### src/rtl/vin_burst_writer_mc_if.sv
// Burst write channel between the frame-buffer writer and the DDR memory controller.
interface vin_burst_writer_mc_if #(
  parameter int unsigned ADDR_BITS = 24,
  parameter int unsigned LEN_BITS  = 10
);
  logic                 wr_burst_req;
  logic [LEN_BITS-1:0]  wr_burst_len;
  logic [ADDR_BITS-1:0] wr_burst_addr;
  logic                 wr_burst_data_req;
  logic                 burst_finish;

  modport master (
    output wr_burst_req,
    output wr_burst_len,
    output wr_burst_addr,
    input  wr_burst_data_req,
    input  burst_finish
  );

  modport slave (
    input  wr_burst_req,
    input  wr_burst_len,
    input  wr_burst_addr,
    output wr_burst_data_req,
    output burst_finish
  );
endinterface

### src/rtl/vin_burst_writer_mc.sv
// Video-in frame-buffer write controller: drains the line FIFO into DDR as bursts,
// with config shadowing, deferred mid-burst restarts and rotating frame buffers.
module vin_burst_writer_mc #(
  parameter int unsigned MEM_DATA_BITS = 64,
  parameter int unsigned ADDR_BITS     = 24,
  parameter int unsigned BURST_LEN     = 128,
  parameter int unsigned LEN_BITS      = 10,
  parameter int unsigned USEDW_BITS    = 12,
  parameter int unsigned LINE_SHIFT    = 11,
  parameter int unsigned FRAME_SHIFT   = 22,
  parameter int unsigned BUF_NUM       = 3,
  parameter int unsigned ACLR_CYCLES   = 4
) (
  input  logic                  mem_clk,
  input  logic                  rst_n,
  input  logic                  vin_vs,
  input  logic [USEDW_BITS-1:0] fifo_rdusedw,
  output logic                  fifo_aclr,
  input  logic [LINE_SHIFT-1:0] cfg_base_x,
  input  logic [11:0]           cfg_base_y,
  input  logic [11:0]           cfg_width,
  input  logic [11:0]           cfg_height,
  vin_burst_writer_mc_if.master wr_bus,
  output logic [1:0]            wr_buf_idx,
  output logic [1:0]            done_buf_idx,
  output logic                  frame_done
);

  localparam int unsigned         AclrW    = (ACLR_CYCLES > 1) ? $clog2(ACLR_CYCLES) : 1;
  localparam logic [AclrW-1:0]    AclrLoad = AclrW'(ACLR_CYCLES - 1);
  localparam logic [11:0]         BurstLen = 12'(BURST_LEN);
  localparam logic [1:0]          LastBuf  = 2'(BUF_NUM - 1);

  if (BUF_NUM < 2 || BUF_NUM > 4 || MEM_DATA_BITS == 0 || ACLR_CYCLES == 0 ||
      BURST_LEN >= (1 << LEN_BITS)) begin : g_param_check
    $error("vin_burst_writer_mc: unsupported parameter set");
  end

  typedef enum logic [2:0] {
    StIdle, StLineStart, StWait, StReq, StLineEnd, StHold, StClear
  } state_e;

  state_e                state_q, state_d;
  logic [1:0]            vs_sync_q, vs_sync_d;
  logic                  vs_prev_q, vs_prev_d;
  logic                  vs_pend_q, vs_pend_d;
  logic                  aclr_q, aclr_d;
  logic [AclrW-1:0]      aclr_cnt_q, aclr_cnt_d;
  logic [LINE_SHIFT-1:0] base_x_q, base_x_d;
  logic [11:0]           base_y_q, base_y_d;
  logic [11:0]           width_q, width_d;
  logic [11:0]           height_q, height_d;
  logic [11:0]           line_q, line_d;
  logic [11:0]           remain_q, remain_d;
  logic [11:0]           col_q, col_d;
  logic                  req_q, req_d;
  logic [LEN_BITS-1:0]   len_q, len_d;
  logic [ADDR_BITS-1:0]  addr_q, addr_d;
  logic [1:0]            buf_q, buf_d;
  logic [1:0]            done_buf_q, done_buf_d;
  logic                  frame_done_q, frame_done_d;
  logic                  cmpl_q, cmpl_d;

  logic                  vs_rise;
  logic                  restart;
  logic [11:0]           need;

  always_comb begin
    state_d      = state_q;
    vs_sync_d    = {vs_sync_q[0], vin_vs};
    vs_prev_d    = vs_sync_q[1];
    aclr_d       = aclr_q;
    aclr_cnt_d   = aclr_cnt_q;
    base_x_d     = base_x_q;
    base_y_d     = base_y_q;
    width_d      = width_q;
    height_d     = height_q;
    line_d       = line_q;
    remain_d     = remain_q;
    col_d        = col_q;
    req_d        = req_q;
    len_d        = len_q;
    addr_d       = addr_q;
    buf_d        = buf_q;
    done_buf_d   = done_buf_q;
    frame_done_d = 1'b0;
    cmpl_d       = cmpl_q;

    vs_rise = vs_sync_q[1] & ~vs_prev_q;
    need    = (remain_q < BurstLen) ? remain_q : BurstLen;

    // A restart pending during a burst waits for burst_finish; during the clear pulse it waits.
    if (state_q == StReq) begin
      restart = vs_pend_q & wr_bus.burst_finish;
    end else begin
      restart = vs_pend_q & (state_q != StClear);
    end

    if (restart) begin
      aclr_d     = 1'b1;
      aclr_cnt_d = AclrLoad;
      base_x_d   = cfg_base_x;
      base_y_d   = cfg_base_y;
      width_d    = cfg_width;
      height_d   = cfg_height;
      line_d     = '0;
      req_d      = 1'b0;
      // An incomplete frame's buffer is reused so the reader never sees a torn frame.
      if (cmpl_q) begin
        buf_d = (buf_q == LastBuf) ? 2'd0 : buf_q + 2'd1;
      end
      cmpl_d  = 1'b0;
      state_d = StClear;
    end else begin
      unique case (state_q)
        StIdle: begin
          if (width_q != '0) state_d = StLineStart;
        end
        StLineStart: begin
          remain_d = width_q;
          col_d    = '0;
          state_d  = StWait;
        end
        StWait: begin
          if (32'(fifo_rdusedw) >= 32'(need)) begin
            len_d   = LEN_BITS'(need);
            addr_d  = ADDR_BITS'(32'(buf_q) << FRAME_SHIFT)
                    + ADDR_BITS'((32'(base_y_q) + 32'(line_q)) << LINE_SHIFT)
                    + ADDR_BITS'(base_x_q) + ADDR_BITS'(col_q);
            req_d   = 1'b1;
            state_d = StReq;
          end
        end
        StReq: begin
          if (wr_bus.wr_burst_data_req || wr_bus.burst_finish) req_d = 1'b0;
          if (wr_bus.burst_finish) begin
            remain_d = remain_q - 12'(len_q);
            col_d    = col_q + 12'(len_q);
            state_d  = (remain_d == '0) ? StLineEnd : StWait;
          end
        end
        StLineEnd: begin
          line_d = line_q + 12'd1;
          if (line_d == height_q) begin
            frame_done_d = 1'b1;
            done_buf_d   = buf_q;
            cmpl_d       = 1'b1;
            state_d      = StHold;
          end else begin
            state_d = StLineStart;
          end
        end
        StHold: begin
          state_d = StHold;
        end
        StClear: begin
          if (aclr_cnt_q == '0) begin
            aclr_d  = 1'b0;
            state_d = StIdle;
          end else begin
            aclr_cnt_d = aclr_cnt_q - 1'b1;
          end
        end
        default: state_d = StIdle;
      endcase
    end

    vs_pend_d = (vs_pend_q | vs_rise) & ~restart;
  end

  always_ff @(posedge mem_clk or negedge rst_n) begin
    if (!rst_n) begin
      state_q      <= StIdle;
      vs_sync_q    <= '0;
      vs_prev_q    <= 1'b0;
      vs_pend_q    <= 1'b0;
      aclr_q       <= 1'b0;
      aclr_cnt_q   <= '0;
      base_x_q     <= '0;
      base_y_q     <= '0;
      width_q      <= '0;
      height_q     <= '0;
      line_q       <= '0;
      remain_q     <= '0;
      col_q        <= '0;
      req_q        <= 1'b0;
      len_q        <= '0;
      addr_q       <= '0;
      buf_q        <= '0;
      done_buf_q   <= '0;
      frame_done_q <= 1'b0;
      cmpl_q       <= 1'b0;
    end else begin
      state_q      <= state_d;
      vs_sync_q    <= vs_sync_d;
      vs_prev_q    <= vs_prev_d;
      vs_pend_q    <= vs_pend_d;
      aclr_q       <= aclr_d;
      aclr_cnt_q   <= aclr_cnt_d;
      base_x_q     <= base_x_d;
      base_y_q     <= base_y_d;
      width_q      <= width_d;
      height_q     <= height_d;
      line_q       <= line_d;
      remain_q     <= remain_d;
      col_q        <= col_d;
      req_q        <= req_d;
      len_q        <= len_d;
      addr_q       <= addr_d;
      buf_q        <= buf_d;
      done_buf_q   <= done_buf_d;
      frame_done_q <= frame_done_d;
      cmpl_q       <= cmpl_d;
    end
  end

  assign fifo_aclr            = aclr_q;
  assign wr_bus.wr_burst_req  = req_q;
  assign wr_bus.wr_burst_len  = len_q;
  assign wr_bus.wr_burst_addr = addr_q;
  assign wr_buf_idx           = buf_q;
  assign done_buf_idx         = done_buf_q;
  assign frame_done           = frame_done_q;

endmodule

### src/flat_wrapper.sv
// flat-port wrapper written by rule: the top's interface ports become plain ports
module vin_burst_writer_mc_flat 
#(
  parameter int unsigned MEM_DATA_BITS = 64,
  parameter int unsigned ADDR_BITS     = 24,
  parameter int unsigned BURST_LEN     = 128,
  parameter int unsigned LEN_BITS      = 10,
  parameter int unsigned USEDW_BITS    = 12,
  parameter int unsigned LINE_SHIFT    = 11,
  parameter int unsigned FRAME_SHIFT   = 22,
  parameter int unsigned BUF_NUM       = 3,
  parameter int unsigned ACLR_CYCLES   = 4
)
  (mem_clk, rst_n, vin_vs, fifo_rdusedw, fifo_aclr, cfg_base_x, cfg_base_y, cfg_width, cfg_height, wr_buf_idx, done_buf_idx, frame_done, wr_bus_wr_burst_req, wr_bus_wr_burst_len, wr_bus_wr_burst_addr, wr_bus_wr_burst_data_req, wr_bus_burst_finish);
  vin_burst_writer_mc_if #(.ADDR_BITS(ADDR_BITS), .LEN_BITS(LEN_BITS)) wr_bus_i ();
  input  logic mem_clk;
  input  logic rst_n;
  input  logic vin_vs;
  input  logic [USEDW_BITS-1:0] fifo_rdusedw;
  output logic fifo_aclr;
  input  logic [LINE_SHIFT-1:0] cfg_base_x;
  input  logic [11:0] cfg_base_y;
  input  logic [11:0] cfg_width;
  input  logic [11:0] cfg_height;
  output logic [1:0] wr_buf_idx;
  output logic [1:0] done_buf_idx;
  output logic frame_done;
  output wire logic [$bits(wr_bus_i.wr_burst_req)-1:0] wr_bus_wr_burst_req;
  output wire logic [$bits(wr_bus_i.wr_burst_len)-1:0] wr_bus_wr_burst_len;
  output wire logic [$bits(wr_bus_i.wr_burst_addr)-1:0] wr_bus_wr_burst_addr;
  input wire logic [$bits(wr_bus_i.wr_burst_data_req)-1:0] wr_bus_wr_burst_data_req;
  input wire logic [$bits(wr_bus_i.burst_finish)-1:0] wr_bus_burst_finish;
  assign wr_bus_wr_burst_req = wr_bus_i.wr_burst_req;
  assign wr_bus_wr_burst_len = wr_bus_i.wr_burst_len;
  assign wr_bus_wr_burst_addr = wr_bus_i.wr_burst_addr;
  assign wr_bus_i.wr_burst_data_req = wr_bus_wr_burst_data_req;
  assign wr_bus_i.burst_finish = wr_bus_burst_finish;
  vin_burst_writer_mc #(.MEM_DATA_BITS(MEM_DATA_BITS), .ADDR_BITS(ADDR_BITS), .BURST_LEN(BURST_LEN), .LEN_BITS(LEN_BITS), .USEDW_BITS(USEDW_BITS), .LINE_SHIFT(LINE_SHIFT), .FRAME_SHIFT(FRAME_SHIFT), .BUF_NUM(BUF_NUM), .ACLR_CYCLES(ACLR_CYCLES)) u_core (.mem_clk(mem_clk), .rst_n(rst_n), .vin_vs(vin_vs), .fifo_rdusedw(fifo_rdusedw), .fifo_aclr(fifo_aclr), .cfg_base_x(cfg_base_x), .cfg_base_y(cfg_base_y), .cfg_width(cfg_width), .cfg_height(cfg_height), .wr_bus(wr_bus_i), .wr_buf_idx(wr_buf_idx), .done_buf_idx(done_buf_idx), .frame_done(frame_done));
endmodule
### config.mk
export PLATFORM = sky130hd
export DESIGN_NAME = vin_burst_writer_mc_flat
export DESIGN_NICKNAME = d
export VERILOG_FILES = /design/src/rtl/vin_burst_writer_mc_if.sv /design/src/rtl/vin_burst_writer_mc.sv /design/src/flat_wrapper.sv
export SDC_FILE = /design/constraint.sdc
export NUM_CORES = 1
export LEC_CHECK = 0
export CORE_AREA = 4 4 187 189
export CTS_BUF_LIST = sky130_fd_sc_hd__clkbuf_4
export DETAILED_ROUTE_END_ITERATION = 16
export DIE_AREA = 0 0 191 193
export HOLD_SLACK_MARGIN = 0.12
export PLACE_DENSITY = 0.45
export SLEW_MARGIN = 0
export SYNTH_ARGS = -nofsm -noshare
export SYNTH_HDL_FRONTEND = slang
export SYNTH_SLANG_ARGS = --single-unit
### constraint.sdc
create_clock -name mem_clk -period 4.7 [get_ports mem_clk]
set_clock_uncertainty 0.05 [all_clocks]
set_input_delay 1.175 -clock mem_clk [delete_from_list [all_inputs] [get_ports mem_clk]]
set_output_delay 1.175 -clock mem_clk [all_outputs]
set_load 0.05 [all_outputs]
==> summary.txt <==
Outcome
  – Status: completed

Synth
  – Cell taking the most area after synthesis: dfrtp_1
  – Post-synthesis cell area: between 0.008 and 0.009 sq mm
  – Post-synth EDFFs: 0
  – Seq/Total Area, Yosys: 0.4053
  – Synth area leaders: dfrtp_1 (41%), nand2_1 (11%), ha_1 (8.9%)
  – Syn_area_per_cell: around 8.7 sq um
  – Simple-Gate Fraction of Synth Area: 0.2142
  – Xor-xnor portion of the synthesized cell area: 0.06428
  – Post-synthesis compound-gate area fraction: 0.1741
  – Synth top area share: 0.4053
  – Multiplexer share of the synthesized area: 0.007864
  – Synthesized flop and latch total: 134
  – Mapped Cells: between 900 and 1000
  – Post-synth ARST share: 1.000
  – Largest family of logic cells by synthesized area: simple AND/OR/NAND/NOR gates
  – Post-Synth Adder-Cell Area: 0.09891
  – Count of different cell masters after synthesis: 68
  – Ys Warns: 0
  – Top FF cell, synth: dfrtp_1

Route
  – Initial drt markers: around 370
  – Vias per Instance: ~4.6
  – Routed Antenna Nets: 0
  – Vias post-DR: approximately 7000
  – Wire per inst: 15.54 um
  – First-pass iteration count of the detailed router: 5
  – Routed WL: roughly 24000 um
  – Drc violations: 0

Placement
  – Port Buf Inserts: ~100
  – Dpl hpwl: 17810 um
  – Placed cells: roughly 1500
  – RePlAce Congestion: between 0.7 and 0.8

Setup path
  – CP Max Fanout: 30
  – Startpoint Class: register
  – Required time of the critical path: a little over 5 ns
  – Critical path type: register to register
  – Arrival time at the worst endpoint: approximately 4.3 ns
  – Critical path capture point type: register

CTS
  – Post-CTS resize count: 0
  – Worst skew pair latency: 0.55 ns
  – TritonCTS buffer count: 17
  – Maximum root-to-sink buffer count: 2
  – H-tree Lvls: 4
  – CTS tree: built
  – Cts-stage hold buffer count: 0
  – CTS clock-pin slew for the worst setup and hold paths: ~0.14 ns
  – Post-CTS Setup Bufs: 0
  – # clock sinks: 134
  – Clk Tree Root Cell: clkbuf_4

Pwr
  – Register share of total power: 0.332
  – P_int: 0.003055 W
  – Worst IR Drop VDD: around 0.16 mV
  – P per Cell Area: between 500 and 600 mW/mm^2
  – Sw Share: 0.4926
  – Sw Pwr: approximately 0.0030 W
  – LEAKAGE: ~4.5 nW
  – Pwr Total: 0.006021 W
  – Comb power frac: 0.554
  – Clock power frac: 0.114

GRT
  – Vias in the first global route: slightly above 7000
  – Largest net degree at the start of global routing: 78
  – GRT Resource Usage Total: 0.1298
  – Global-route wire length before repair: approximately 38000 um
  – Initial antenna violation count: 1
  – Global route overflow: 0

Floorplanning
  – FP Rows: between 60 and 70
  – DIE HEIGHT: roughly 190 um
  – DIE AREA: between 0.03 and 0.04 sq mm
  – # IOs: roughly 110
  – Core footprint: 0.03328 sq mm
  – Starting Density: 0.2486
  – Die Wd: around 190 um

STA
  – Final period util: 0.8346
  – Setup TNS: 0 ns
  – Final setup vio count: 0
  – Crit path time final: 3.923 ns
  – Maximum clock frequency: about 250 MHz
  – Rel. slew slack: 0.2518
  – RSZ-0062 raised after global routing: false
  – Slew Viols, Final: 0
  – Fin. Hold Viols: 0
  – Slew @ Worst Pin: between 1 and 1.5 ns

Cells and area
  – Share of layout cells above drive strength 1: 0.05446
  – Fin nets: about 1200
  – Sequential cell area: approximately 0.0034 sq mm
  – Layout Cells excl Fill: around 1500
  – Area grow syn2layout: 21.73%
  – Fillers: around 3600
  – Area of the multi-input gates: 0.004651 sq mm

Job
  – Max cap viols: 0

Min path
  – Hold/Removal Path Class: register to register
[worst paths after layout]
path                                     start                              end  slack [ns]  cells past startpoint
max                        u_core.remain_q[10]  u_core.wr_bus.wr_burst_addr[13]        0.78                     13
min                        u_core.vs_sync_q[0]              u_core.vs_sync_q[1]        0.32                      0
max reg2reg                u_core.remain_q[10]  u_core.wr_bus.wr_burst_addr[13]        0.78                     13
min reg2reg                u_core.vs_sync_q[0]              u_core.vs_sync_q[1]        0.32                      0
max in group asynchronous                rst_n                u_core.line_q[11]        3.21                      2
min in group asynchronous                rst_n               u_core.base_x_q[2]        0.58                      1
[power by group through the flow]
stage	sequential [W]	combinational [W]	clock (W)
2_1_floorplan	0.00224	0.00210	0
3_3_place_gp	0.00203	0.00333	0
3_5_place_dp	0.00203	0.00334	0
4_1_cts	0.00201	0.00337	0.000726
5_1_grt	0.00206	0.00375	0.000769
6_report	0.00200	0.00334	0.000688
[area by class of cell]
cell class,count,share of cell area
multi-input combinational,746,0.4618
sequential,134,0.3330
timing repair buffer,112,0.1107
tap,448,0.05566
inverter,41,0.01528
clock buffer,17,0.01267
clock inverter,15,0.01044
antenna,2,0.0004970
[layout by cell type, fill, tap and decap left out, types with 8 or more instances in the layout]
master | Yosys | final
xnor2_1 | 33 | 33
dfrtp_1 | 134 | 134
a211oi_1 | 13 | 13
clkdlybuf4s50_1 | 0 | 103
nand2_1 | 237 | 237
nor2_1 | 46 | 46
o21ai_0 | 79 | 79
nor2b_1 | 8 | 8
nor4_1 | 13 | 13
clkbuf_4 | 0 | 17
a21oi_1 | 31 | 31
xor2_1 | 25 | 25
o31ai_1 | 9 | 9
a22oi_1 | 8 | 8
a21o_1 | 10 | 10
o21a_1 | 9 | 9
inv_1 | 41 | 41
or3_1 | 8 | 8
ha_1 | 59 | 59
nor3_1 | 23 | 22
nand3_1 | 13 | 13
nand2b_1 | 10 | 9
[metrics by stage]
stage	hold WS [ns]	utilization	area, sq um	worst slack (ns)
floorplan	0.2812	-	8284	1.262
global placement	0.2896	0.2955	9833	0.5364
detailed placement	0.2925	0.2955	9833	0.4636
CTS	0.3221	0.3025	10070	0.6407
global route	0.3347	0.3026	10070	0.3181
finish	0.3192	0.3026	10070	0.7774
[per-layer routing]
layer  up-vias  GRT usage  part of all wire
met4         0    0.02928            0.0074
met5         -          0                 0
met2       132     0.2030              0.45
met1      3262     0.1863              0.51
li1       3543          -                 -
met3         9    0.02593             0.039
[kinds of logic after synthesis]
group,Yosys count
flops,134
buf+inv,76
simple gates,394
other cells,1
xor+xnor,59
fa+ha+maj,63
mux,6
compound gates,220
[registers in the layout, indices dropped and copies added (netlist names)]
register and flops:
u_core.line_q 12, u_core.base_x_q 11, u_core.col_q 12, u_core.cmpl_q 1, u_core.aclr_cnt_q 2, u_core.vs_sync_q 2, u_core.width_q 12, u_core.wr_bus.wr_burst_req 1
u_core.height_q 12, u_core.vs_prev_q 1, u_core.remain_q 12, u_core.frame_done 1, u_core.base_y_q 12, u_core.wr_bus.wr_burst_addr 24, u_core.state_q 3, u_core.wr_bus.wr_burst_len 10
u_core.vs_pend_q 1, u_core.done_buf_idx 2, u_core.wr_buf_idx 2, u_core.fifo_aclr 1
[synth_stat cells, types with 7 or more instances]
master / n
o31ai_1: 9
o21a_1: 9
o21ai_0: 79
nor4_1: 13
xor2_1: 25
o211ai_1: 7
nand3_1: 13
o31a_1: 7
nand2b_1: 10
nand2_1: 237
a22oi_1: 8
nor3_1: 23
or3_1: 8
clkbuf_1: 31
nor2_1: 46
inv_1: 41
dfrtp_1: 134
nor2b_1: 8
ha_1: 59
a21o_1: 10
a21oi_1: 31
xnor2_1: 33
a31oi_1: 7
a211oi_1: 13
[critical path, stage by stage (launching register included)]
cell and delay, ns:
dfrtp_1 0.50, or4_1 0.59, nor2_1 0.12, buf_4 0.17
nand2_1 0.09, ha_1 0.30, a21oi_1 0.12, o21ai_0 0.09
a21oi_1 0.17, o211ai_1 0.12, a221oi_1 0.49, nand2b_2 0.49
buf_4 0.34, o21ai_0 0.13
No activity file was read; power rests on OpenSTA's default activity.
